`config.mk`:
```
export PLATFORM = sky130hd
export DESIGN_NAME = multicycle_sequencer_flat
export DESIGN_NICKNAME = d
export VERILOG_FILES = /design/src/rtl/multicycle_sequencer_pkg.sv /design/src/rtl/multicycle_sequencer_if.sv /design/src/rtl/multicycle_sequencer_alu_decoder.sv /design/src/rtl/multicycle_sequencer.sv /design/src/flat_wrapper.sv
export SDC_FILE = /design/constraint.sdc
export NUM_CORES = 1
export LEC_CHECK = 0
export CORE_MARGIN = 4
export CORE_UTILIZATION = 33
export DETAILED_ROUTE_END_ITERATION = 8
export PLACE_DENSITY_LB_ADDON = 0.25
export SYNTH_ARGS = -nofsm -noshare
export SYNTH_HDL_FRONTEND = slang
export SYNTH_SLANG_ARGS = --single-unit
export TNS_END_PERCENT = 5
```
`constraint.sdc`:
```
create_clock -name clk -period 1.52 [get_ports clk]
set_clock_uncertainty 0.1 [all_clocks]
set_input_delay 0.304 -clock clk [delete_from_list [all_inputs] [get_ports clk]]
set_output_delay 0.304 -clock clk [all_outputs]
set_load 0.005 [all_outputs]
```
`src/rtl/multicycle_sequencer_pkg.sv`:
```
// rtl/multicycle_sequencer_pkg.sv - shared types and constants for the multicycle sequencer
//
// Purpose : state encoding, ALU operation codes, RV32I opcode constants and
//           datapath mux-select values shared by the sequencer, its ALU
//           decoder and the control interface.
// Ports   : none (package).

package riscv_ctrl_pkg;

   typedef enum logic [3:0] {
      S_BOOT     = 4'd0,
      S_FETCH    = 4'd1,
      S_DECODE   = 4'd2,
      S_MEMADR   = 4'd3,
      S_MEMREAD  = 4'd4,
      S_MEMWB    = 4'd5,
      S_MEMWRITE = 4'd6,
      S_EXECR    = 4'd7,
      S_EXECI    = 4'd8,
      S_ALUWB    = 4'd9,
      S_BRANCH   = 4'd10,
      S_JALRADR  = 4'd11,
      S_JAL      = 4'd12,
      S_LUI      = 4'd13,
      S_AUIPC    = 4'd14,
      S_TRAP     = 4'd15
   } state_t;

   typedef enum logic [3:0] {
      ALU_ADD    = 4'd0,
      ALU_SUB    = 4'd1,
      ALU_SLL    = 4'd2,
      ALU_SLT    = 4'd3,
      ALU_SLTU   = 4'd4,
      ALU_XOR    = 4'd5,
      ALU_SRL    = 4'd6,
      ALU_SRA    = 4'd7,
      ALU_OR     = 4'd8,
      ALU_AND    = 4'd9,
      ALU_PASS_B = 4'd10
   } alu_op_t;

   // How the sequencer asks the ALU decoder for an operation: fixed ADD/SUB/
   // PASS_B for address and flag computations, or a funct-field decode.
   typedef enum logic [1:0] {
      MODE_ADD    = 2'd0,
      MODE_SUB    = 2'd1,
      MODE_FUNCT  = 2'd2,
      MODE_PASS_B = 2'd3
   } alu_mode_t;

   localparam logic [6:0] OP_LOAD   = 7'b0000011;
   localparam logic [6:0] OP_STORE  = 7'b0100011;
   localparam logic [6:0] OP_R      = 7'b0110011;
   localparam logic [6:0] OP_I      = 7'b0010011;
   localparam logic [6:0] OP_BRANCH = 7'b1100011;
   localparam logic [6:0] OP_JAL    = 7'b1101111;
   localparam logic [6:0] OP_JALR   = 7'b1100111;
   localparam logic [6:0] OP_LUI    = 7'b0110111;
   localparam logic [6:0] OP_AUIPC  = 7'b0010111;
   localparam logic [6:0] OP_SYSTEM = 7'b1110011;

   localparam logic [1:0] SRC_A_PC     = 2'b00;
   localparam logic [1:0] SRC_A_OLD_PC = 2'b01;
   localparam logic [1:0] SRC_A_RD1    = 2'b10;

   localparam logic [1:0] SRC_B_RD2    = 2'b00;
   localparam logic [1:0] SRC_B_IMM    = 2'b01;
   localparam logic [1:0] SRC_B_FOUR   = 2'b10;

   localparam logic [1:0] RES_ALU_REG  = 2'b00;
   localparam logic [1:0] RES_DATA     = 2'b01;
   localparam logic [1:0] RES_ALU      = 2'b10;

   localparam logic [2:0] IMM_I = 3'b000;
   localparam logic [2:0] IMM_S = 3'b001;
   localparam logic [2:0] IMM_B = 3'b010;
   localparam logic [2:0] IMM_J = 3'b011;
   localparam logic [2:0] IMM_U = 3'b100;

   // Branch condition from funct3 and the ALU flags of rs1 - rs2.
   // funct3 010/011 are not branch encodings and are never taken.
   function automatic logic branch_taken(input logic [2:0] funct3,
                                         input logic zero,
                                         input logic lt,
                                         input logic ltu);
      logic taken;
      taken = 1'b0;
      case (funct3)
         3'b000:  taken = zero;
         3'b001:  taken = !zero;
         3'b100:  taken = lt;
         3'b101:  taken = !lt;
         3'b110:  taken = ltu;
         3'b111:  taken = !ltu;
         default: taken = 1'b0;
      endcase
      return taken;
   endfunction

endpackage

```
`src/rtl/multicycle_sequencer_if.sv`:
```
// rtl/multicycle_sequencer_if.sv - control bundle between sequencer and datapath
//
// Purpose : carries instruction fields and ALU flags into the sequencer and
//           every mux select / write enable back out to the datapath.
// Ports   : master (sequencer) - inputs opcode, funct3, funct7b5, zero, lt,
//           ltu, mem_ready; outputs pc_write, adr_src, ir_write, mem_write,
//           reg_write, alu_src_a, alu_src_b, result_src, imm_src,
//           alu_control, instr_retired, trap, state_dbg.
//           slave (datapath) - the same signals with directions reversed.

interface multicycle_sequencer_if;
   import riscv_ctrl_pkg::*;

   logic [6:0] opcode;
   logic [2:0] funct3;
   logic       funct7b5;
   logic       zero;
   logic       lt;
   logic       ltu;
   logic       mem_ready;

   logic       pc_write;
   logic       adr_src;
   logic       ir_write;
   logic       mem_write;
   logic       reg_write;
   logic [1:0] alu_src_a;
   logic [1:0] alu_src_b;
   logic [1:0] result_src;
   logic [2:0] imm_src;
   alu_op_t    alu_control;
   logic       instr_retired;
   logic       trap;
   logic [3:0] state_dbg;

   modport master (
      input  opcode, funct3, funct7b5, zero, lt, ltu, mem_ready,
      output pc_write, adr_src, ir_write, mem_write, reg_write,
             alu_src_a, alu_src_b, result_src, imm_src, alu_control,
             instr_retired, trap, state_dbg
   );

   modport slave (
      output opcode, funct3, funct7b5, zero, lt, ltu, mem_ready,
      input  pc_write, adr_src, ir_write, mem_write, reg_write,
             alu_src_a, alu_src_b, result_src, imm_src, alu_control,
             instr_retired, trap, state_dbg
   );

endinterface

```
`src/rtl/multicycle_sequencer_alu_decoder.sv`:
```
// rtl/multicycle_sequencer_alu_decoder.sv - ALU operation decode for the sequencer
//
// Purpose : maps the sequencer's ALU request plus funct fields to an ALU op.
// Ports   : alu_mode (in, alu_mode_t), funct3 (in, 3), funct7b5 (in, 1),
//           opcode5 (in, 1, instr[5]: 1 for R-type), alu_op (out, alu_op_t).

module alu_decoder
   import riscv_ctrl_pkg::*;
(
   input  alu_mode_t  alu_mode,
   input  logic [2:0] funct3,
   input  logic       funct7b5,
   input  logic       opcode5,
   output alu_op_t    alu_op
);

   always_comb begin
      alu_op = ALU_ADD;
      case (alu_mode)
         MODE_ADD:    alu_op = ALU_ADD;
         MODE_SUB:    alu_op = ALU_SUB;
         MODE_PASS_B: alu_op = ALU_PASS_B;
         default: begin
            case (funct3)
               // funct7b5 of an I-type is immediate bit 10, so SUB only
               // exists for register-register instructions.
               3'b000:  alu_op = (opcode5 && funct7b5) ? ALU_SUB : ALU_ADD;
               3'b001:  alu_op = ALU_SLL;
               3'b010:  alu_op = ALU_SLT;
               3'b011:  alu_op = ALU_SLTU;
               3'b100:  alu_op = ALU_XOR;
               3'b101:  alu_op = funct7b5 ? ALU_SRA : ALU_SRL;
               3'b110:  alu_op = ALU_OR;
               default: alu_op = ALU_AND;
            endcase
         end
      endcase
   end

endmodule

```
`src/rtl/multicycle_sequencer.sv`:
```
// rtl/multicycle_sequencer.sv - control FSM for the RV32I multicycle core
//
// Purpose : sequences fetch / decode / execute / memory / writeback for the
//           shared-memory datapath, with configurable memory wait states,
//           optional ready handshake, sticky trap and a retire pulse.
// Params  : MEM_WAIT_STATES - extra cycles every memory access holds.
//           USE_MEM_READY   - 1: access also needs mem_ready at completion.
// Ports   : clk (in), reset_n (in, async active-low),
//           bus (multicycle_sequencer_if.master; see interface file).

module multicycle_sequencer
   import riscv_ctrl_pkg::*;
#(
   parameter int MEM_WAIT_STATES = 0,
   parameter bit USE_MEM_READY   = 1'b0
)
(
   input  logic                   clk,
   input  logic                   reset_n,
   multicycle_sequencer_if.master bus
);

   localparam int WW = (MEM_WAIT_STATES > 0) ? $clog2(MEM_WAIT_STATES + 1) : 1;
   localparam logic [WW-1:0] WMAX = WW'(MEM_WAIT_STATES);

   state_t        state;
   state_t        state_next;
   logic [WW-1:0] wcnt;
   logic          acc_done;

   alu_mode_t     alu_mode;
   logic          pc_write;
   logic          adr_src;
   logic          ir_write;
   logic          mem_write;
   logic          reg_write;
   logic [1:0]    alu_src_a;
   logic [1:0]    alu_src_b;
   logic [1:0]    result_src;
   logic [2:0]    imm_src;
   logic          instr_retired;
   logic          trap;

   // Counter runs in every state but only matters in the three access
   // states; clearing it on each transition gives every access a fresh count.
   assign acc_done = (wcnt == WMAX) && (bus.mem_ready || !USE_MEM_READY);

   always_ff @(posedge clk or negedge reset_n) begin
      if (!reset_n) begin
         state <= S_BOOT;
         wcnt  <= '0;
      end else begin
         state <= state_next;
         if (state_next != state) begin
            wcnt <= '0;
         end else if (wcnt != WMAX) begin
            wcnt <= wcnt + 1'b1;
         end
      end
   end

   always_comb begin
      state_next = state;
      case (state)
         S_BOOT:     state_next = S_FETCH;
         S_FETCH:    if (acc_done) state_next = S_DECODE;
         S_DECODE: begin
            case (bus.opcode)
               OP_LOAD,
               OP_STORE:  state_next = S_MEMADR;
               OP_R:      state_next = S_EXECR;
               OP_I:      state_next = S_EXECI;
               OP_BRANCH: state_next = S_BRANCH;
               OP_JAL:    state_next = S_JAL;
               OP_JALR:   state_next = S_JALRADR;
               OP_LUI:    state_next = S_LUI;
               OP_AUIPC:  state_next = S_AUIPC;
               default:   state_next = S_TRAP;
            endcase
         end
         S_MEMADR:   state_next = bus.opcode[5] ? S_MEMWRITE : S_MEMREAD;
         S_MEMREAD:  if (acc_done) state_next = S_MEMWB;
         S_MEMWB:    state_next = S_FETCH;
         S_MEMWRITE: if (acc_done) state_next = S_FETCH;
         S_EXECR:    state_next = S_ALUWB;
         S_EXECI:    state_next = S_ALUWB;
         S_ALUWB:    state_next = S_FETCH;
         S_BRANCH:   state_next = S_FETCH;
         S_JALRADR:  state_next = S_JAL;
         S_JAL:      state_next = S_ALUWB;
         S_LUI:      state_next = S_ALUWB;
         S_AUIPC:    state_next = S_ALUWB;
         S_TRAP:     state_next = S_TRAP;
         default:    state_next = S_BOOT;
      endcase
   end

   always_comb begin
      pc_write      = 1'b0;
      adr_src       = 1'b0;
      ir_write      = 1'b0;
      mem_write     = 1'b0;
      reg_write     = 1'b0;
      alu_src_a     = SRC_A_PC;
      alu_src_b     = SRC_B_RD2;
      result_src    = RES_ALU_REG;
      imm_src       = IMM_I;
      alu_mode      = MODE_ADD;
      instr_retired = 1'b0;
      trap          = 1'b0;
      case (state)
         S_FETCH: begin
            // PC+4 goes straight from the ALU into PC in the same cycle the
            // instruction word is captured.
            alu_src_a  = SRC_A_PC;
            alu_src_b  = SRC_B_FOUR;
            result_src = RES_ALU;
            ir_write   = acc_done;
            pc_write   = acc_done;
         end
         S_DECODE: begin
            // Speculatively form old_pc + B-imm; BRANCH uses it from alu_reg.
            alu_src_a = SRC_A_OLD_PC;
            alu_src_b = SRC_B_IMM;
            imm_src   = IMM_B;
         end
         S_MEMADR: begin
            alu_src_a = SRC_A_RD1;
            alu_src_b = SRC_B_IMM;
            imm_src   = bus.opcode[5] ? IMM_S : IMM_I;
         end
         S_MEMREAD: begin
            adr_src    = 1'b1;
            result_src = RES_ALU_REG;
         end
         S_MEMWB: begin
            result_src    = RES_DATA;
            reg_write     = 1'b1;
            instr_retired = 1'b1;
         end
         S_MEMWRITE: begin
            adr_src       = 1'b1;
            result_src    = RES_ALU_REG;
            mem_write     = acc_done;
            instr_retired = acc_done;
         end
         S_EXECR: begin
            alu_src_a = SRC_A_RD1;
            alu_src_b = SRC_B_RD2;
            alu_mode  = MODE_FUNCT;
         end
         S_EXECI: begin
            alu_src_a = SRC_A_RD1;
            alu_src_b = SRC_B_IMM;
            imm_src   = IMM_I;
            alu_mode  = MODE_FUNCT;
         end
         S_ALUWB: begin
            result_src    = RES_ALU_REG;
            reg_write     = 1'b1;
            instr_retired = 1'b1;
         end
         S_BRANCH: begin
            // Compare rs1 - rs2 while alu_reg still holds the target.
            alu_src_a     = SRC_A_RD1;
            alu_src_b     = SRC_B_RD2;
            alu_mode      = MODE_SUB;
            result_src    = RES_ALU_REG;
            pc_write      = branch_taken(bus.funct3, bus.zero, bus.lt, bus.ltu);
            instr_retired = 1'b1;
         end
         S_JALRADR: begin
            alu_src_a = SRC_A_RD1;
            alu_src_b = SRC_B_IMM;
            imm_src   = IMM_I;
         end
         S_JAL: begin
            // Jump to the target in alu_reg and compute the link old_pc + 4,
            // which ALUWB then writes to rd.
            alu_src_a  = SRC_A_OLD_PC;
            alu_src_b  = SRC_B_FOUR;
            result_src = RES_ALU_REG;
            pc_write   = 1'b1;
         end
         S_LUI: begin
            alu_src_b = SRC_B_IMM;
            imm_src   = IMM_U;
            alu_mode  = MODE_PASS_B;
         end
         S_AUIPC: begin
            alu_src_a = SRC_A_OLD_PC;
            alu_src_b = SRC_B_IMM;
            imm_src   = IMM_U;
         end
         S_TRAP: begin
            trap = 1'b1;
         end
         default: begin
         end
      endcase
   end

   alu_decoder u_alu_decoder (
      .alu_mode (alu_mode),
      .funct3   (bus.funct3),
      .funct7b5 (bus.funct7b5),
      .opcode5  (bus.opcode[5]),
      .alu_op   (bus.alu_control)
   );

   assign bus.pc_write      = pc_write;
   assign bus.adr_src       = adr_src;
   assign bus.ir_write      = ir_write;
   assign bus.mem_write     = mem_write;
   assign bus.reg_write     = reg_write;
   assign bus.alu_src_a     = alu_src_a;
   assign bus.alu_src_b     = alu_src_b;
   assign bus.result_src    = result_src;
   assign bus.imm_src       = imm_src;
   assign bus.instr_retired = instr_retired;
   assign bus.trap          = trap;
   assign bus.state_dbg     = state;

endmodule

```
`src/flat_wrapper.sv`:
```
// flat-port wrapper written by rule: the top's interface ports become plain ports
module multicycle_sequencer_flat import riscv_ctrl_pkg::*;
#(
   parameter int MEM_WAIT_STATES = 0,
   parameter bit USE_MEM_READY   = 1'b0
)
  (clk, reset_n, bus_opcode, bus_funct3, bus_funct7b5, bus_zero, bus_lt, bus_ltu, bus_mem_ready, bus_pc_write, bus_adr_src, bus_ir_write, bus_mem_write, bus_reg_write, bus_alu_src_a, bus_alu_src_b, bus_result_src, bus_imm_src, bus_alu_control, bus_instr_retired, bus_trap, bus_state_dbg);
  multicycle_sequencer_if bus_i ();
  input  logic clk;
  input  logic reset_n;
  input wire logic [$bits(bus_i.opcode)-1:0] bus_opcode;
  input wire logic [$bits(bus_i.funct3)-1:0] bus_funct3;
  input wire logic [$bits(bus_i.funct7b5)-1:0] bus_funct7b5;
  input wire logic [$bits(bus_i.zero)-1:0] bus_zero;
  input wire logic [$bits(bus_i.lt)-1:0] bus_lt;
  input wire logic [$bits(bus_i.ltu)-1:0] bus_ltu;
  input wire logic [$bits(bus_i.mem_ready)-1:0] bus_mem_ready;
  output wire logic [$bits(bus_i.pc_write)-1:0] bus_pc_write;
  output wire logic [$bits(bus_i.adr_src)-1:0] bus_adr_src;
  output wire logic [$bits(bus_i.ir_write)-1:0] bus_ir_write;
  output wire logic [$bits(bus_i.mem_write)-1:0] bus_mem_write;
  output wire logic [$bits(bus_i.reg_write)-1:0] bus_reg_write;
  output wire logic [$bits(bus_i.alu_src_a)-1:0] bus_alu_src_a;
  output wire logic [$bits(bus_i.alu_src_b)-1:0] bus_alu_src_b;
  output wire logic [$bits(bus_i.result_src)-1:0] bus_result_src;
  output wire logic [$bits(bus_i.imm_src)-1:0] bus_imm_src;
  output wire logic [$bits(bus_i.alu_control)-1:0] bus_alu_control;
  output wire logic [$bits(bus_i.instr_retired)-1:0] bus_instr_retired;
  output wire logic [$bits(bus_i.trap)-1:0] bus_trap;
  output wire logic [$bits(bus_i.state_dbg)-1:0] bus_state_dbg;
  assign bus_i.opcode = bus_opcode;
  assign bus_i.funct3 = bus_funct3;
  assign bus_i.funct7b5 = bus_funct7b5;
  assign bus_i.zero = bus_zero;
  assign bus_i.lt = bus_lt;
  assign bus_i.ltu = bus_ltu;
  assign bus_i.mem_ready = bus_mem_ready;
  assign bus_pc_write = bus_i.pc_write;
  assign bus_adr_src = bus_i.adr_src;
  assign bus_ir_write = bus_i.ir_write;
  assign bus_mem_write = bus_i.mem_write;
  assign bus_reg_write = bus_i.reg_write;
  assign bus_alu_src_a = bus_i.alu_src_a;
  assign bus_alu_src_b = bus_i.alu_src_b;
  assign bus_result_src = bus_i.result_src;
  assign bus_imm_src = bus_i.imm_src;
  assign bus_alu_control = bus_i.alu_control;
  assign bus_instr_retired = bus_i.instr_retired;
  assign bus_trap = bus_i.trap;
  assign bus_state_dbg = bus_i.state_dbg;
  multicycle_sequencer #(.MEM_WAIT_STATES(MEM_WAIT_STATES), .USE_MEM_READY(USE_MEM_READY)) u_core (.clk(clk), .reset_n(reset_n), .bus(bus_i));
endmodule
```
==> run summary <==
### Clocking
- yes — clock tree from TritonCTS
- 4 — number of sinks on the clock net
- 250 ps — worst-skew pair later-pin latency
- 1 — CTS H-Tree Depth
- 0 — number of buffers added to fix hold violations after cts
- 3 — CTS buffer count
- 50 ps — Worst-path clk slew
- 2 — maximum buffer depth of the clock tree
- sky130_fd_sc_hd__clkbuf_4 — clock root buffer

### Outcome
- complete, but fails checks — run status
- negative setup slack — violated checks

### Floorplanning
- 53.0 um — height of the die
- 41 — I/O pin count
- 0.345 — effective utilization at floorplan
- 0.00194 mm^2 — placeable core region
- 16 — number of rows in the core area
- 0.00281 mm^2 — area of the die
- 53.0 um — width of the die

### Critical path
- 440 ps — Crit path largest cell delay
- 1480 ps — data arrival at the endpoint of the critical path
- sky130_fd_sc_hd__buf_6 — Top cell by count, worst path
- output port — Critical Path End Type
- 4 — crit path max fanout
- buf_6 > buf_6 > a31o_4 > o21bai_1 > buf_2 — cell breakdown of the critical path
- 5 — reg2reg path depth
- sky130_fd_sc_hd__dfrtp_2 — slowest library cell on the worst path
- register to output port — critical path type
- register — CP Launch Type
- 1120 ps — Required @ worst endpoint

### Logic synthesis
- 101 — gate count of the mapped netlist
- 4 — post-synthesis sequential element count
- 0.150 — sequential element share of the synthesized area
- 0 — number of warnings issued by yosys
- 6.63 um^2 — Mean Syn Cell Area
- 1.00 — FFs w/ async S/R, synth
- 38 — count of unique library cells instantiated by Yosys
- 0 — number of synthesized flops with an enable pin
- 669 um^2 — cell area after synthesis
- 118 — net count after synthesis
- sky130_fd_sc_hd__dfrtp_1 — main flop type after synthesis

### Route
- 0 — DRC violation count after routing
- 34 — DRT iter0 DRCs
- 0 — Routed Antenna Nets
- 3.23 mm — Detailed Route WL
- 4 — first-pass iteration count of the detailed router
- 5.33 — via/cell ratio
- 1115 — total number of vias
- 15.4 um — post-detailed-route wirelength per cell

### Placement
- -986 ps — Setup WS pre-CTS
- 0.824 — final RePlAce weighted congestion
- 0.00135 mm^2 — Post-DP Area
- 39 — # port buffers
- 2.06 mm — Final HPWL DP
- 194 — Post-Place Cells

### Global routing
- 0.230 — GR Util All Layers
- 0 — remaining global-route overflow
- 1098 — via count of the first global-routing pass
- 4.80 mm — first-pass GRT wire length
- 9 — largest net degree at the start of global routing
- 0 — antenna violations before repair

### Timing
- true — unrepaired setup endpoints after global routing
- -4640 ps — total negative slack for setup checks
- 361 ps — transition time at the pin with the least slew margin
- 531 MHz — maximum frequency from static timing analysis
- 0 — final hold vios
- 1.24 — post-route fraction of the period consumed by the critical path
- 0 — fin. max-slew vios
- 23 — setup violation total in the final timing report
- -364 ps — final setup margin
- 151 ps — worst hold slack across all endpoints
- 1880 ps — clock period minus final worst setup slack
- 0.758 — worst rel slew slack

### Power and ir drop
- 0.992 mV — IR drop worst, VDD
- 2.84 mW — power consumption
- 0.746 nW — static leakage
- 1780 mW/mm^2 — PwrDens

### Finish
- 0 — Antenna Diode Count
- 209 — post-route non-filler standard cell count
- 0.00159 mm^2 — post-route cell area
- 0.820 — Post-Route Utilization
- 4 — max FFs per register
- 0.632 — ratio of cells with drive above 1 in the final layout
- 138% — Area Overhead vs Synth
- 200 — final net count

### Job
- 0 — number of maximum-capacitance constraint violations

### Worst hold path
- primary input to async pin — class of the most critical hold timing path

==> cell usage in the layout (no fill, tap or decap), types with 2 or more instances in the layout <==
cell / instances
sky130_fd_sc_hd__buf_4: 29
sky130_fd_sc_hd__buf_6: 18
sky130_fd_sc_hd__buf_2: 17
sky130_fd_sc_hd__nor2_1: 8
sky130_fd_sc_hd__clkdlybuf4s50_1: 8
sky130_fd_sc_hd__nor2_2: 6
sky130_fd_sc_hd__a21oi_2: 6
sky130_fd_sc_hd__nand2_1: 5
sky130_fd_sc_hd__dlygate4sd2_1: 5
sky130_fd_sc_hd__o21ai_1: 4
sky130_fd_sc_hd__clkbuf_2: 4
sky130_fd_sc_hd__dfrtp_2: 4
sky130_fd_sc_hd__nand2_2: 3
sky130_fd_sc_hd__inv_1: 3
sky130_fd_sc_hd__nand3_1: 3
sky130_fd_sc_hd__xnor2_1: 3
sky130_fd_sc_hd__clkbuf_4: 3
sky130_fd_sc_hd__nor2_4: 2
sky130_fd_sc_hd__nand2b_4: 2
sky130_fd_sc_hd__nor2b_1: 2
sky130_fd_sc_hd__nand2b_1: 2
sky130_fd_sc_hd__o31ai_1: 2
sky130_fd_sc_hd__a31oi_1: 2
sky130_fd_sc_hd__a211oi_1: 2
sky130_fd_sc_hd__a32o_1: 2
sky130_fd_sc_hd__dlymetal6s2s_1: 2
sky130_fd_sc_hd__clkdlybuf4s15_2: 2
==> worst max-delay path: cells and delay by family (launching register included) <==
family          cells  cell delay [ps]
buf+inv             3              390
flops               1              440
compound gates      2              390
==> layer usage <==
metal	share of wire	vias up	GRT usage
li1	-	529	-
met4	0.0096	0	0.0681
met3	0.054	5	0.0338
met5	0	-	0
met1	0.40	537	0.239
met2	0.53	44	0.463
==> logic make-up after synthesis <==
logic type / share of synthesized area
flip-flops: 0.150
multiplexers: 0.0168
XOR/XNOR: 0.0654
buffers and inverters: 0.0878
AND/OR/NAND/NOR: 0.366
AO/OA/AOI/OAI: 0.314
==> layout make-up <==
| cell class | instances | area (um^2) |
|---|---|---|
| Timing Repair Buffer | 86 | 717 |
| Inverter | 4 | 17.5 |
| Multi-Input combinational cell | 84 | 693 |
| Tap cell | 27 | 33.8 |
| Sequential cell | 4 | 105 |
| Fill cell | 130 | 349 |
| Clock buffer | 4 | 26.3 |
==> cell usage after synthesis (2+ instances only) <==
cell                       instances  share of area
sky130_fd_sc_hd__o31ai_1           2          0.022
sky130_fd_sc_hd__buf_2             5          0.037
sky130_fd_sc_hd__clkbuf_1          3          0.017
sky130_fd_sc_hd__nand2b_1          4          0.037
sky130_fd_sc_hd__a21oi_1           7          0.052
sky130_fd_sc_hd__nand2_1           9          0.050
sky130_fd_sc_hd__a211oi_1          2          0.022
sky130_fd_sc_hd__inv_1             4          0.022
sky130_fd_sc_hd__o21ai_0           5          0.037
sky130_fd_sc_hd__a31oi_1           2          0.019
sky130_fd_sc_hd__nand3_1           4          0.030
sky130_fd_sc_hd__a32o_1            2          0.030
sky130_fd_sc_hd__dfrtp_1           4           0.15
sky130_fd_sc_hd__nor2_1           16          0.090
sky130_fd_sc_hd__nor3_1            3          0.022
sky130_fd_sc_hd__xnor2_1           4          0.052
sky130_fd_sc_hd__nor2b_1           4          0.037
==> power by group <==
part           leakage, nW  switching, mW  internal, mW
Clock               0.0150         0.0601        0.0995
Sequential          0.0443         0.0842         0.167
Combinational        0.687           1.09          1.33
Total                0.746           1.24          1.60
==> what timing repair did <==
item,4_1_cts,5_1_grt
setup buffers,9,2
pin swaps,20,8
gates resized for setup,121,39
setup endpoints to repair,28,26
==> final timing paths <==
check | slack, ps | from | to
max | -360 | u_core.bus.state_dbg[2] | bus_pc_write
min | 150 | reset_n | u_core.bus.state_dbg[2]
max reg2reg | -20 | u_core.bus.state_dbg[0] | u_core.bus.state_dbg[3]
min reg2reg | 620 | u_core.bus.state_dbg[0] | u_core.bus.state_dbg[2]
max in group asynchronous | 960 | reset_n | u_core.bus.state_dbg[0]
min in group clk | 450 | bus_opcode[3] | u_core.bus.state_dbg[2]
(Power assumes the default switching activity.)
